==> config.mk <==
export PLATFORM = sky130hd
export DESIGN_NAME = strip_row_emitter
export DESIGN_NICKNAME = d
export VERILOG_FILES = /design/src/rtl/strip_row_emitter.sv
export SDC_FILE = /design/constraint.sdc
export NUM_CORES = 1
export LEC_CHECK = 0
export CAP_MARGIN = 40
export CORE_UTILIZATION = 40
export CTS_CLUSTER_DIAMETER = 60
export DETAILED_ROUTE_END_ITERATION = 10
export SYNTH_ARGS = -nofsm -noshare
export SYNTH_HDL_FRONTEND = slang
export SYNTH_SLANG_ARGS = --single-unit
export TNS_END_PERCENT = 50
==> constraint.sdc <==
create_clock -name clk -period 21.4 [get_ports clk]
set_clock_uncertainty 0.05 [all_clocks]
set_input_delay 5.35 -clock clk [delete_from_list [all_inputs] [get_ports clk]]
set_output_delay 5.35 -clock clk [all_outputs]
set_load 0.005 [all_outputs]
==> src/rtl/strip_row_emitter.sv <==
// rtl/strip_row_emitter.sv - extracts a fixed column window from a 1-bit raster stream
// and emits one strip beat per image row.
module strip_row_emitter #(
  parameter int IMG_W     = 300,
  parameter int IMG_H     = 200,
  parameter int COL_START = 0,
  parameter int STRIP_W   = 200,
  parameter int ROW_W     = 8
) (
  input  logic               clk,
  input  logic               rst,
  input  logic               pix_valid,
  output logic               pix_ready,
  input  logic               pix_data,
  input  logic               pix_sof,
  output logic               row_valid,
  input  logic               row_ready,
  output logic [STRIP_W-1:0] row_data,
  output logic [ROW_W-1:0]   row_idx,
  output logic               row_last,
  output logic               frame_done,
  output logic               sync_err
);

  localparam int CW = (IMG_W > 1) ? $clog2(IMG_W) : 1;
  localparam logic [CW-1:0]    COL_MAX = CW'(IMG_W - 1);
  localparam logic [ROW_W-1:0] ROW_MAX = ROW_W'(IMG_H - 1);
  localparam logic [CW-1:0]    WIN_LO  = CW'(COL_START);
  localparam logic [CW-1:0]    WIN_HI  = CW'(COL_START + STRIP_W - 1);
  localparam logic [CW:0]      WIN_SZ  = (CW+1)'(STRIP_W);

  typedef enum logic {IDLE, CAPTURE} state_t;

  state_t             state, state_nx;
  logic [CW-1:0]      col, col_eff;
  logic [ROW_W-1:0]   row, row_eff;
  logic [STRIP_W-1:0] sr, sr_nx;
  logic [CW:0]        win_off;
  logic               acc, take, in_win, col_end, frame_end, row_done;

  assign pix_ready = ~row_valid | row_ready;
  assign acc       = pix_valid & pix_ready;
  // An SOF beat always counts as pixel (0,0), whatever the current position.
  assign take      = acc & (pix_sof | (state == CAPTURE));
  assign col_eff   = pix_sof ? '0 : col;
  assign row_eff   = pix_sof ? '0 : row;
  // Wrapping subtraction makes columns left of the window look huge.
  assign win_off   = {1'b0, col_eff} - {1'b0, WIN_LO};
  assign in_win    = win_off < WIN_SZ;
  assign col_end   = col_eff == COL_MAX;
  assign frame_end = col_end & (row_eff == ROW_MAX);
  assign row_done  = in_win & (col_eff == WIN_HI);

  always_comb begin
    sr_nx = sr >> 1;
    sr_nx[STRIP_W-1] = pix_data;
  end

  always_ff @(posedge clk or posedge rst) begin
    if (rst) state <= IDLE;
    else     state <= state_nx;
  end

  always_comb begin
    state_nx = state;
    if (take) state_nx = frame_end ? IDLE : CAPTURE;
  end

  always_ff @(posedge clk or posedge rst) begin
    if (rst) begin
      col        <= '0;
      row        <= '0;
      sr         <= '0;
      row_valid  <= 1'b0;
      row_data   <= '0;
      row_idx    <= '0;
      row_last   <= 1'b0;
      frame_done <= 1'b0;
      sync_err   <= 1'b0;
    end else begin
      frame_done <= take & frame_end;
      if (take & pix_sof & (state == CAPTURE)) sync_err <= 1'b1;
      if (take) begin
        if (in_win) sr <= sr_nx;
        if (frame_end) begin
          col <= '0;
          row <= '0;
        end else if (col_end) begin
          col <= '0;
          row <= row_eff + 1'b1;
        end else begin
          col <= col_eff + 1'b1;
          row <= row_eff;
        end
      end
      // take implies pix_ready, so a new row never overwrites an unaccepted one.
      if (take & row_done) begin
        row_valid <= 1'b1;
        row_data  <= sr_nx;
        row_idx   <= row_eff;
        row_last  <= row_eff == ROW_MAX;
      end else if (row_ready) begin
        row_valid <= 1'b0;
      end
    end
  end

endmodule
==> results_dict.tcl, run 1 <==
set metrics [dict create \
    outcome "complete, no violations" \
    postSynthCellCount 1026 \
    place_area_um2 19800 \
    drt-initial-drc-count 278 \
    maxCapViolations 0 \
    fin_total_pwr_mw 1.69 \
    avgRoutedWirePerCell_um 17.5 \
    p_leak_nw 10.2 \
    design.core.area_um2 42000 \
    timing.final.crit_share_pct 56.1 \
    postCtsHoldBufs 0 \
    hold_viol_final 0 \
    final_util_pct 50.7 \
    via_per_inst 4.93 \
    io_pins 219 \
    rows 75 \
    cp-end-kind "output port" \
    fin_ws_ns 9.40 \
    postLayoutCellArea_um2 21300 \
    grt_pass1_vias 9300 \
    ant_nets 0 \
    power.density_nw_per_um2 79.6 \
    hold_depth 1 \
    clkSinkCount 429 \
    gp_congestion 0.783 \
    ir_drop_v 0.0000676 \
    dp_slack_ns 9.40 \
    final_cells 1828 \
    syn_to_final_growth_pct 24.9 \
    filler_cell_count 3619 \
    cp_max_fo 8 \
    rsz0062_at_grt "false" \
    grt-ovfl-total 0 \
    ys_seq_elements 429 \
    synth.distinct_cells 53 \
    cts.path.max_buffers 3 \
    multi_input_area_um2 5870 \
    remaining_drc_errors 0 \
    antenna_cells 0 \
    min_path_type "register to register" \
    postSynthAreaPerCell_um2 16.6 \
    routed_wl_mm 31.9 \
    drt_first_pass_iters 4 \
    postSynth.asyncResetShare_pct 100 \
    die_h_um 208 \
    whs_ns 0.434 \
    yosysWarnings 0 \
    drive_gt1_share_pct 35.7 \
    htreeDepth 2 \
    grt_max_degree 112 \
    post_cts_resized 0 \
    synth_flop_cell "dfrtp_1" \
    io_buffers 218 \
    netlist_area_um2 17100 \
    fmax_mhz 83.4 \
    dpl.hpwl_mm 20.1 \
    slew_viol_final 0 \
    cts_made_buffers 47 \
    cts_setup_buffers 0 \
    synth_edf_count 0 \
    dpl.cell_count 1747 \
    grt_pass1_wl_mm 52.8 \
    path_clk_slew_ns 0.06 \
    die_w_um 208 \
    worstMarginPinSlew_ns 0.832 \
    fin_tns_setup_ns 0 \
    grt_usage_pct 15.0 \
    dieArea_um2 43500 \
    r2r_cells 6 \
    path_class "input pin to output port" \
    arrival_ns 6.60 \
    yosysSeqAreaShare_pct 62.9 \
    slew_headroom_pct 44.5 \
    clk_latency_ns 0.56 \
    antenna_found_initial 0 \
    start_kind "input pin" \
    num_vias 9020 \
    setup_viol 0 \
    syn_nets 1034 \
    finalNetCount 1265 \
    initial_core_util_pct 40.6 \
    cp.required_ns 16.00 \
    regArea_um2 10700 \
    period_minus_slack_ns 12.00 \
    cts-root-buf "clkbuf_16" \
    tritoncts "built" \
]
-- final timing paths --
path,start,to,slack (ns)
min in group asynchronous,rst,row_data[143],5.10
worst max-delay path,row_ready,pix_ready,9.40
max in group asynchronous,rst,row_data[26],14.04
worst min register to register,sync_err,sync_err,0.43
worst min-delay path,sync_err,sync_err,0.43
worst max register to register,row_valid,sr[111],17.58
-- cell usage in the layout, fill, tap and decap left out, types with 6 or more instances in the layout --
| master | count |
|---|---|
| mux2_4 | 125 |
| dfrtp_1 | 429 |
| inv_1 | 10 |
| clkbuf_16 | 49 |
| buf_4 | 11 |
| o21ai_0 | 10 |
| mux2i_1 | 6 |
| clkinv_2 | 12 |
| clkbuf_8 | 10 |
| clkbuf_1 | 8 |
| nor2b_1 | 8 |
| a31oi_1 | 6 |
| mux2_2 | 231 |
| mux2_1 | 47 |
| buf_16 | 7 |
| nand2_1 | 13 |
| nand3_1 | 10 |
| clkdlybuf4s50_1 | 218 |
| nand2b_1 | 8 |
-- cells in the mapped netlist, drive strengths merged (6+ instances only) --
master | number | share of area, %
nand3 | 11 | 0.35
nand2 | 13 | 0.29
mux2 | 403 | 29
a31oi | 6 | 0.22
buf | 52 | 2.3
a21oi | 6 | 0.20
dfrtp | 429 | 63
nand2b | 8 | 0.29
mux2i | 6 | 0.35
inv | 11 | 0.24
o21ai | 10 | 0.29
nor2b | 8 | 0.29
-- power breakdown --
part | leakage (nW) | internal [mW] | total (mW) | switching [mW]
sequential | 5.90 | 0.838 | 0.861 | 0.0229
combinational | 3.57 | 0.0327 | 0.0695 | 0.0368
clock | 0.732 | 0.450 | 0.765 | 0.315
-- flip-flops by register name, indices dropped and copies added, names as in the netlist --
| signal | flops |
|---|---|
| row_data | 200 |
| sr | 199 |
| col | 9 |
| row | 8 |
| row_idx | 8 |
| frame_done | 1 |
| row_last | 1 |
| row_valid | 1 |
| state | 1 |
| sync_err | 1 |
-- per-layer routing --
| layer | GRT usage [%] | share of wire (%) |
|---|---|---|
| met4 | 5.49 | 2.3 |
| met5 | 0 | 0 |
| met2 | 22.7 | 46 |
| met1 | 20.5 | 46 |
| met3 | 4.41 | 6.1 |
-- critical path, stage by stage --
cell and delay [ns]:
clkdlybuf4s50_1 0.45, nand2b_1 0.25, clkdlybuf4s50_1 0.55
-- cell type report --
cell class / count / share of cell area, %
sequential: 429 / 50.4
multi-input combinational: 530 / 27.6
timing repair buffer: 238 / 11.7
clock buffer: 67 / 6.55
tap: 539 / 3.17
clock inverter: 14 / 0.353
inverter: 11 / 0.229
-- cell families after synthesis --
logic type	after synthesis	synth area share (%)
buffers and inverters	67	2.66
AND/OR/NAND/NOR	80	2.98
multiplexers	409	29.7
AO/OA/AOI/OAI	39	1.56
flip-flops	429	62.9
adder cells (fa/ha/maj)	2	0.147
Note: power is estimated with default switching activity, not from simulation.
==> run 2: changes to the inputs <==
==> constraint.sdc (replaced) <==
create_clock -name clk -period 10.6 [get_ports clk]
set_clock_uncertainty 0.05 [all_clocks]
set_input_delay 2.65 -clock clk [delete_from_list [all_inputs] [get_ports clk]]
set_output_delay 2.65 -clock clk [all_outputs]
set_load 0.005 [all_outputs]
==> results_dict.tcl, run 2 (synthesis gave the netlist of run 1 again) <==
set metrics [dict create \
    outcome "complete, no violations" \
    antenna_cells 0 \
    ir_drop_v 0.000119 \
    clk_latency_ns 0.58 \
    cp_max_fo 8 \
    cts.path.max_buffers 3 \
    via_per_inst 4.89 \
    grt_max_degree 183 \
    worstMarginPinSlew_ns 1.03 \
    grt_pass1_wl_mm 52.6 \
    cts-root-buf "clkbuf_16" \
    post_cts_resized 0 \
    slew_viol_final 0 \
    clkSinkCount 429 \
    top_register "row_data" \
    min_path_type "register to register" \
    path_class "input pin to output port" \
    reg.largest.list "row_data (200), sr (199), col (9)" \
    tritoncts "built" \
    antenna_found_initial 0 \
    avgRoutedWirePerCell_um 17.4 \
    final_common_cell "dfrtp_1" \
    r2r_start "row_valid" \
    dpl.hpwl_mm 19.6 \
    crit_chain "clkdlybuf4s50_1 -> nand2b_1 -> clkdlybuf4s50_1" \
    remaining_drc_errors 0 \
    fmax_mhz 152 \
    grt_pass1_vias 9285 \
    finalNetCount 1259 \
    slowest_stage "clkdlybuf4s50_1" \
    gp_congestion 0.804 \
    power_frac_comb_pct 3.9 \
    path_clk_slew_ns 0.06 \
    maxCapViolations 0 \
    period_minus_slack_ns 6.60 \
    clkPwrFrac_pct 47.1 \
    switchingPower_mw 0.777 \
    p_leak_nw 10.2 \
    switching_share_pct 21.9 \
    sequentialPowerShare_pct 49.0 \
    internal_power_mw 2.77 \
    setup_viol 0 \
    htreeDepth 2 \
    path_buf_inv 2 \
    grt-ovfl-total 0 \
    drt-initial-drc-count 440 \
    rsz0062_at_grt "false" \
    final_util_pct 50.8 \
    io_pins 219 \
    cts_made_buffers 47 \
    cts_setup_buffers 0 \
    ant_nets 0 \
    die_w_um 208 \
    dieArea_um2 43500 \
    min_from "sync_err" \
    num_vias 8938 \
    cp-end-kind "output port" \
    initial_core_util_pct 40.6 \
    largest_register_ffs 200 \
    slew_headroom_pct 31.2 \
    io_buffers 218 \
    design.core.area_um2 42000 \
    grt_usage_pct 15.1 \
    layout_common_cells "dfrtp_1, mux2_2, clkdlybuf4s50_1" \
    rows 75 \
    postCtsHoldBufs 0 \
    crit_top_cell "clkdlybuf4s50_1" \
    crit_family "buffers and inverters" \
    start_kind "input pin" \
    arrival_ns 3.90 \
    cp.required_ns 7.90 \
    timing.final.crit_share_pct 62.3 \
    hold_viol_final 0 \
    syn_to_final_growth_pct 25.2 \
    fin_tns_setup_ns 0 \
    cp-startpoint "row_ready" \
    whs_ns 0.436 \
    drive_gt1_share_pct 35.5 \
    max_stage_delay_ns 0.55 \
    power.density_nw_per_um2 166 \
    die_h_um 208 \
    drt_first_pass_iters 4 \
    routed_wl_mm 31.9 \
]
## run 2: changes by cell type in the layout (fill, tap and decap cells not counted), moves of 2 or more
| cell | change |
|---|---|
| buf_16 | -3 |
| buf_4 | -4 |
| bufinv_16 | +3 |
| clkbuf_1 | +3 |
| clkbuf_8 | +5 |
| clkinv_2 | -8 |
| clkinvlp_4 | +2 |
## run 2: final timing paths
| kind | to | slack (ns) | cells after the start |
|---|---|---|---|
| max | pix_ready | 4.00 | 3 |
| min | sync_err | 0.44 | 1 |
| max reg2reg | row_data[121] | 7.25 | 6 |
| min reg2reg | sync_err | 0.44 | 1 |
| max in group asynchronous | sr[22] | 6.30 | 4 |
| min in group asynchronous | row_data[132] | 2.67 | 3 |
## run 2: layer usage
metal | vias to the layer above | GRT usage, % | wire [µm]
li1 | 4119 | - | -
met1 | 4585 | 20.7 | 14600
met2 | 178 | 22.6 | 14500
met3 | 56 | 4.27 | 1930
met4 | 0 | 6.08 | 811
met5 | - | 0 | 0
## run 2: metrics by stage
| stage | power [mW] | area, µm² | instances | worst slack, ns |
|---|---|---|---|---|
| floorplan | 1.87 | 17100 | 1026 | 2.11 |
| global placement | 1.90 | 19600 | 1737 | 3.96 |
| detailed placement | 1.91 | 19700 | 1741 | 4.00 |
| CTS | 3.61 | 21300 | 1828 | 3.99 |
| global route | 3.69 | 21300 | 1828 | 3.96 |
| finish | 3.54 | 21300 | 1828 | 4.00 |
## run 2: power by group through the flow
stage | clock network (mW) | logic (mW) | registers (mW)
after floorplan | 0 | 0.124 | 1.75
after global placement | 0 | 0.135 | 1.77
after detailed placement | 0 | 0.142 | 1.77
after CTS | 1.73 | 0.142 | 1.74
after global routing | 1.79 | 0.156 | 1.75
final | 1.67 | 0.137 | 1.74
## run 2: final cells by class
class                           instances  area [µm²]
Fill cell                            3583       20700
Sequential cell                       429       10700
Multi-Input combinational cell        530        5870
Timing Repair Buffer                  232        2400
Clock buffer                           74        1450
Tap cell                              539         674
Clock inverter                         13         166
Inverter                               11        45.0
